[config.mk]
export PLATFORM = sky130hd
export DESIGN_NAME = mnist_input_loader_flat
export DESIGN_NICKNAME = d
export VERILOG_FILES = /design/src/rtl/mnist_input_loader_if.sv /design/src/rtl/mnist_input_loader.sv /design/src/flat_wrapper.sv
export SDC_FILE = /design/constraint.sdc
export NUM_CORES = 1
export LEC_CHECK = 0
export CAP_MARGIN = 40
export CORE_ASPECT_RATIO = 1.1
export CORE_UTILIZATION = 48
export CTS_BUF_LIST = sky130_fd_sc_hd__clkbuf_8
export CTS_CLUSTER_SIZE = 30
export DETAILED_ROUTE_END_ITERATION = 12
export PLACE_DENSITY = 0.92
export RECOVER_POWER = 100
export SYNTH_ARGS = -nofsm -noshare
export SYNTH_HDL_FRONTEND = slang
export SYNTH_SLANG_ARGS = --single-unit
[constraint.sdc]
create_clock -name Clk -period 2.4 [get_ports Clk]
set_clock_uncertainty 0.15 [all_clocks]
set_input_delay 0.48 -clock Clk [delete_from_list [all_inputs] [get_ports Clk]]
set_output_delay 0.48 -clock Clk [all_outputs]
set_load 0.02 [all_outputs]
[src/rtl/mnist_input_loader_if.sv]
// Pixel-stream handshake and input-RAM write bus of the MNIST input loader.
// The loader sits on the slave modport; the pixel source and RAM observe via master.
interface mnist_input_loader_if #(
  parameter int ADDR_W = 10
);
  logic              PixelValid;
  logic [7:0]        Pixel;
  logic              PixelReady;
  logic              WrEn;
  logic [ADDR_W-1:0] WrAddr;
  logic [15:0]       WrData;

  modport master (
    output PixelValid, Pixel,
    input  PixelReady, WrEn, WrAddr, WrData
  );

  modport slave (
    input  PixelValid, Pixel,
    output PixelReady, WrEn, WrAddr, WrData
  );
endinterface

[src/rtl/mnist_input_loader.sv]
// Writer side of the network input-image RAM: converts 8-bit pixels to 16-bit fixed point.
// Define MNIST_INPUT_LOADER_THRESHOLD_EN to binarize pixels (>=128 -> 2048) instead of Pixel*8.
//
// state | meaning
// IDLE  | waiting for Start, pixel counter held at 0
// LOAD  | accepting pixels, one RAM write per accept
// FLUSH | final write retiring
// FIRE  | one-cycle Compute pulse to the inference core
// WAIT  | waiting for a 0->1 edge on NetR, then Done
module mnist_input_loader #(
  parameter int N_PIXELS  = 784,
  parameter int BASE_ADDR = 0,
  parameter int ADDR_W    = 10
) (
  input  logic                 Clk,
  input  logic                 Reset,
  input  logic                 Start,
  input  logic                 Abort,
  mnist_input_loader_if.slave  bus,
  output logic                 Compute,
  input  logic                 NetR,
  output logic                 Busy,
  output logic                 Done
);

  localparam int CNT_W = $clog2(N_PIXELS + 1);
  localparam logic [CNT_W-1:0] LAST_CNT = CNT_W'(N_PIXELS - 1);

  typedef enum logic [2:0] {
    IDLE,
    LOAD,
    FLUSH,
    FIRE,
    WAIT
  } state_t;

  state_t            state_q;
  logic [CNT_W-1:0]  cnt_q;
  logic              netr_q;
  logic              wr_en_q;
  logic [ADDR_W-1:0] wr_addr_q;
  logic [15:0]       wr_data_q;

  logic              accept;
  logic              netr_rise;
  logic              cancel;
  logic [15:0]       pixel_fx_d;
  logic [ADDR_W-1:0] wr_addr_d;

  assign accept    = (state_q == LOAD) && bus.PixelValid;
  assign netr_rise = NetR && !netr_q;
  assign cancel    = Abort || Reset;
  assign wr_addr_d = ADDR_W'(BASE_ADDR) + ADDR_W'(cnt_q);

`ifdef MNIST_INPUT_LOADER_THRESHOLD_EN
  assign pixel_fx_d = (bus.Pixel >= 8'd128) ? 16'd2048 : 16'd0;
`else
  assign pixel_fx_d = {5'b0, bus.Pixel, 3'b0};
`endif

  always_ff @(posedge Clk) begin
    if (Reset) begin
      state_q   <= IDLE;
      cnt_q     <= '0;
      netr_q    <= 1'b0;
      wr_en_q   <= 1'b0;
      wr_addr_q <= ADDR_W'(BASE_ADDR);
      wr_data_q <= '0;
    end else begin
      netr_q  <= NetR;
      wr_en_q <= accept;
      if (accept) begin
        wr_addr_q <= wr_addr_d;
        wr_data_q <= pixel_fx_d;
      end
      // Abort overrides every transition, including the last accept and the NetR edge.
      if (Abort && (state_q != IDLE)) begin
        state_q <= IDLE;
        cnt_q   <= '0;
      end else begin
        case (state_q)
          IDLE: begin
            cnt_q <= '0;
            if (Start) state_q <= LOAD;
          end
          LOAD: begin
            if (accept) begin
              cnt_q <= cnt_q + 1'b1;
              if (cnt_q == LAST_CNT) state_q <= FLUSH;
            end
          end
          FLUSH:   state_q <= FIRE;
          FIRE:    state_q <= WAIT;
          WAIT:    if (netr_rise) state_q <= IDLE;
          default: state_q <= IDLE;
        endcase
      end
    end
  end

  assign bus.PixelReady = (state_q == LOAD);
  assign bus.WrEn       = wr_en_q;
  assign bus.WrAddr     = wr_addr_q;
  assign bus.WrData     = wr_data_q;
  assign Busy           = (state_q != IDLE);
  // Pulses are suppressed in the same cycle an abort or reset arrives.
  assign Compute        = (state_q == FIRE) && !cancel;
  assign Done           = (state_q == WAIT) && netr_rise && !cancel;

endmodule

[src/flat_wrapper.sv]
// flat-port wrapper written by rule: the top's interface ports become plain ports
module mnist_input_loader_flat 
#(
  parameter int N_PIXELS  = 784,
  parameter int BASE_ADDR = 0,
  parameter int ADDR_W    = 10
)
  (Clk, Reset, Start, Abort, Compute, NetR, Busy, Done, bus_PixelValid, bus_Pixel, bus_PixelReady, bus_WrEn, bus_WrAddr, bus_WrData);
  mnist_input_loader_if #(.ADDR_W(ADDR_W)) bus_i ();
  input  logic Clk;
  input  logic Reset;
  input  logic Start;
  input  logic Abort;
  output logic Compute;
  input  logic NetR;
  output logic Busy;
  output logic Done;
  input wire logic [$bits(bus_i.PixelValid)-1:0] bus_PixelValid;
  input wire logic [$bits(bus_i.Pixel)-1:0] bus_Pixel;
  output wire logic [$bits(bus_i.PixelReady)-1:0] bus_PixelReady;
  output wire logic [$bits(bus_i.WrEn)-1:0] bus_WrEn;
  output wire logic [$bits(bus_i.WrAddr)-1:0] bus_WrAddr;
  output wire logic [$bits(bus_i.WrData)-1:0] bus_WrData;
  assign bus_i.PixelValid = bus_PixelValid;
  assign bus_i.Pixel = bus_Pixel;
  assign bus_PixelReady = bus_i.PixelReady;
  assign bus_WrEn = bus_i.WrEn;
  assign bus_WrAddr = bus_i.WrAddr;
  assign bus_WrData = bus_i.WrData;
  mnist_input_loader #(.N_PIXELS(N_PIXELS), .BASE_ADDR(BASE_ADDR), .ADDR_W(ADDR_W)) u_core (.Clk(Clk), .Reset(Reset), .Start(Start), .Abort(Abort), .bus(bus_i), .Compute(Compute), .NetR(NetR), .Busy(Busy), .Done(Done));
endmodule
# --- Word-level counts from Yosys, hierarchy flattened ---
# Cells that the tools add are included.
totals:
  reg_bits: 33
  inputBits: 14
  out_inout_bits: 31
  word_cells: 38
classes:
  n_addsub: 1
  eq_ne: 9
  muxes: 7
  n_reduce_logical: 15
ops:
  columns: ["cell", "n"]
  rows:
  - ["one-hot mux 10 bit (2 select lines)", 1]
  - ["one-hot mux 3 bit (5 select lines)", 1]
  - ["2-to-1 mux 3 bit", 4]
  - ["adder 10 x 1 -> 10 bit, second input constant", 1]
  - ["equality test 10 bit, second input constant", 1]
  - ["2-to-1 mux 10 bit", 1]
  - ["equality test 3 x 2 -> 1 bit, second input constant", 2]
  - ["logical AND 1 bit", 6]
  - ["inequality test 2 x 1 -> 1 bit, second input constant", 3]
  - ["AND reduction 4 bit", 1]
  - ["equality test 3 x 1 -> 1 bit, second input constant", 1]
  - ["equality test 3 bit, second input constant", 1]
  - ["logical NOT 3 bit", 1]
  - ["nonzero test 3 bit", 1]
  - ["logical NOT 1 bit", 2]
  - ["inequality test 2 bit, second input constant", 1]
  - ["AND reduction 2 bit", 1]
  - ["nonzero test 2 bit", 1]
  - ["OR reduction 2 bit", 1]
  - ["logical OR 1 bit", 1]

# --- Longest topological paths before layout ---
logic_depth:
  ltp_word: 4
  depth_mapped: 6

# --- Worst setup path after synthesis ---
# No wires, ideal clock.
synth_timing:
  path_type: "input -> output"
  startpoint: "input Reset"
  endpoint: "output Done"
  arrival_ns: 1.347
  path_slack_ns: 0.423
  cell_stages: 2
  path_cell_list: "clkbuf_1 > nor4_1"
synth_between:
  elab_chain_len: 3
synth_lines:
  columns: ["element", "line_no", "source"]
  rows:
  - ["start, declared", "flat_wrapper.sv:11", "input logic Reset;"]
  - ["logical OR 1 bit", "mnist_input_loader.sv:52", "assign cancel = Abort || Reset;"]
  - ["logical NOT 1 bit", "mnist_input_loader.sv:108", "assign Done = (state_q == WAIT) && netr_rise && !cancel;"]
  - ["logical AND 1 bit", "mnist_input_loader.sv:108", null]
  - ["end, declared", "flat_wrapper.sv:17", "output logic Done;"]
# Every way passes these cells.

# --- Worst setup path in the final report ---
# Ends and elaborated chain as after synthesis.

==> summary.md <==
| Metric | Value |
|---|---|
| Status | completed |
| FMAX | 446 MHz |
| Die Ht | about 60 microns |
| Worst-path clk slew | 70 ps |
| Initial DRC Count | 10 |
| DRC viols | 0 |
| Initial Util | approximately half |
| Hold Buf Count CTS | 0 |
| Setup CP Type | input pin to primary output |
| Share of layout cells above drive strength 1 | 7.48% |
| Main combinational cell family by area after synthesis | simple AND/OR/NAND/NOR gates |
| Period minus WS final | roughly 2200 ps |
| Ys flop type | dfxtp_1 |
| Setup Viol. Count Final | 0 |
| Area after DPL | roughly 1800 sq um |
| Register Area | 662 sq um |
| Fin Hold WS | between 300 and 400 ps |
| Finished Cell Area | 1860 sq um |
| Syn. warnings | 0 |
| # clock sinks | 33 |
| Startpoint types | input pin |
| Multi-input gate area | between 600 and 700 sq um |
| Pin count of the biggest net entering global routing | 22 |
| First-pass GRT wire length | roughly 5.3 mm |
| Max cap viols | 0 |
| Util after Layout | between 60% and 70% |
| CTS root buffer | clkbuf_8 |
| CTS max path bufs | 2 |
| Worst VDD drop | about 0.45 mV |
| Row cnt | 20 |
| EDFF count, synth | 0 |
| Post-route ant nets | 0 |
| Final period utilization | between 90% and 100% |
| Top-area cell type share of the netlist area | 45.4% |
| Vias per inst | ~5.4 |
| CP Max Fanout | 4 |
| GRT overflow | 0 |
| Synthesized area per cell | about 8.4 sq um |
| TritonCTS clock tree | yes |
| Core footprint | ~2800 sq um |
| Commonest non-fill, non-tap cells in the layout | 45 x nand2_1, 32 x dfxtp_1, 25 x a21oi_1 |
| FFs w/ async S/R, synth | 0% |
| Avg WL per Cell | 12.4 microns |
| Crit path required time | around 1800 ps |
| Rel. slew slack | about 43% |
| Skew-Pair Late Insertion Delay | 280 ps |
| Cells after Synth | ~170 |
| Cell variety after synth | 38 |
| TritonCTS Buffers | 5 |
| Routed wire length | between 3 and 4 mm |
| Hold crit path type | register to register |
| FF+latch count, synth | 33 |
| Area delta synth->final | 27.9% |
| Die X | ~54 microns |
| Sequential fraction of the synthesis area | ~45% |
| Post-synthesis compound-gate area fraction | between 10% and 20% |
| Hold Fails Final Rpt | 0 |
| PortBufs | 36 |
| Final Max Slew Viols | 0 |
| Syn Std Cell Area | between 1000 and 1500 sq um |
| Ant. Diodes | 0 |
| # IOs | 45 |
| CTS H-tree depth | 2 |
| Via Count | about 1.3k |
| Synth area leader | dfxtp_1 |
| Critical Path AT | roughly 1600 ps |
| Die Area | ~3300 sq um |
| HPWL after DPL | roughly 2.2 mm |
| Main area contributors after synthesis | dfxtp_1 45%, nand2_1 12%, a21oi_1 8.6% |
| Placer Congestion | just under 0.9 |
| Worst slew pin tran | 853 ps |
| Vias in the first global route | about 1.2k |
| DR pass1 iterations | 4 |
| PD cells | 605 nW/um^2 |
| P_leak | 0.726 nW |
| Simple-gate portion of the synthesized area | 25.6% |
| Fill cells | approximately 250 |
| Crit. End Element | primary output |
| Final nets | ~230 |
| RSZ-0062 raised after global routing | false |
| Gr usage total | a little under a quarter |
| Commonest non-fill, non-tap cell in the layout | nand2_1 |
| Xor-xnor portion of the synthesized cell area | under 10% |
| Initial antenna violation count | 0 |
| Mux share of post-synthesis cell area | less than 1% |
| Synth Area in Adders | 0.861% |
[Yosys cell counts, types with 2 or more instances]
cell / instances
nand2_1: 45
dfxtp_1: 33
a21oi_1: 25
buf_4: 9
clkbuf_1: 6
nor2_1: 6
nand3_1: 3
nor3_1: 3
o21ai_0: 3
or3_1: 3
or4_1: 3
and3_1: 2
buf_1: 2
buf_6: 2
nand4bb_1: 2
nor2b_1: 2
o211ai_1: 2
o31ai_1: 2
xnor2_1: 2
[final timing paths]
check | slack (ps) | start | to | cells past startpoint
setup / recovery | 160 | Reset | Done | 3
hold reg to reg | 300 | u_core.bus.WrData[7] | u_core.bus.WrData[7] | 2
setup reg to reg | 410 | u_core.state_q[2] | u_core.bus.WrData[8] | 4
hold / removal | 300 | u_core.bus.WrData[7] | u_core.bus.WrData[7] | 2
[sequential cells by signal, indices dropped and copies added (netlist names)]
register           count
u_core.netr_q          1
u_core.bus.WrData      8
u_core.state_q         3
u_core.bus.WrAddr     10
u_core.bus.WrEn        1
u_core.cnt_q          10
[layer usage]
metal	GRT usage, %	vias up	part of all wire (%)
met2	37.3	44	49
met1	26.1	613	44
met5	0	-	0
met3	9.92	5	5.9
li1	-	661	-
met4	7.69	0	1.2
[critical path, stage by stage]
cell	delay, ps
clkdlybuf4s50_1	480
nor4_1	290
dlygate4sd2_1	370
[layout make-up]
cell class / count / share of cell area [%]
clock buffer: 5 / 3.70
clock inverter: 3 / 0.740
inverter: 2 / 0.404
multi-input combinational: 127 / 36.3
sequential: 33 / 35.6
tap: 33 / 2.22
timing repair buffer: 44 / 21.1
[cells by family after synthesis]
group           after synthesis
compound gates               39
xor+xnor                      2
fa+ha+maj                     1
buf+inv                      21
flops                        33
mux                           1
other cells                   1
simple gates                 76
[per-stage QoR]
stage,power (mW),setup WS [ps],cells,TNS [ps]
2_1_floorplan,0.699,423,181,0
3_3_place_gp,0.756,-116,239,-116
3_5_place_dp,0.760,-124,239,-124
4_1_cts,1.15,41.8,247,0
5_1_grt,1.18,83.9,247,0
6_report,1.13,160,247,0
[power breakdown]
part / leakage (nW) / internal (mW) / switching (mW)
Sequential: 0.267 / 0.562 / 0.0122
Clock: 0.0491 / 0.196 / 0.197
Combinational: 0.410 / 0.0634 / 0.0939
[repair_timing]
action,4_1_cts,5_1_grt
setup endpoints to repair,3,2
gates cloned,0,0
resized for setup,3,2
setup buffers,0,0
pin swaps,0,0
No activity file was read; power rests on OpenSTA's default activity.
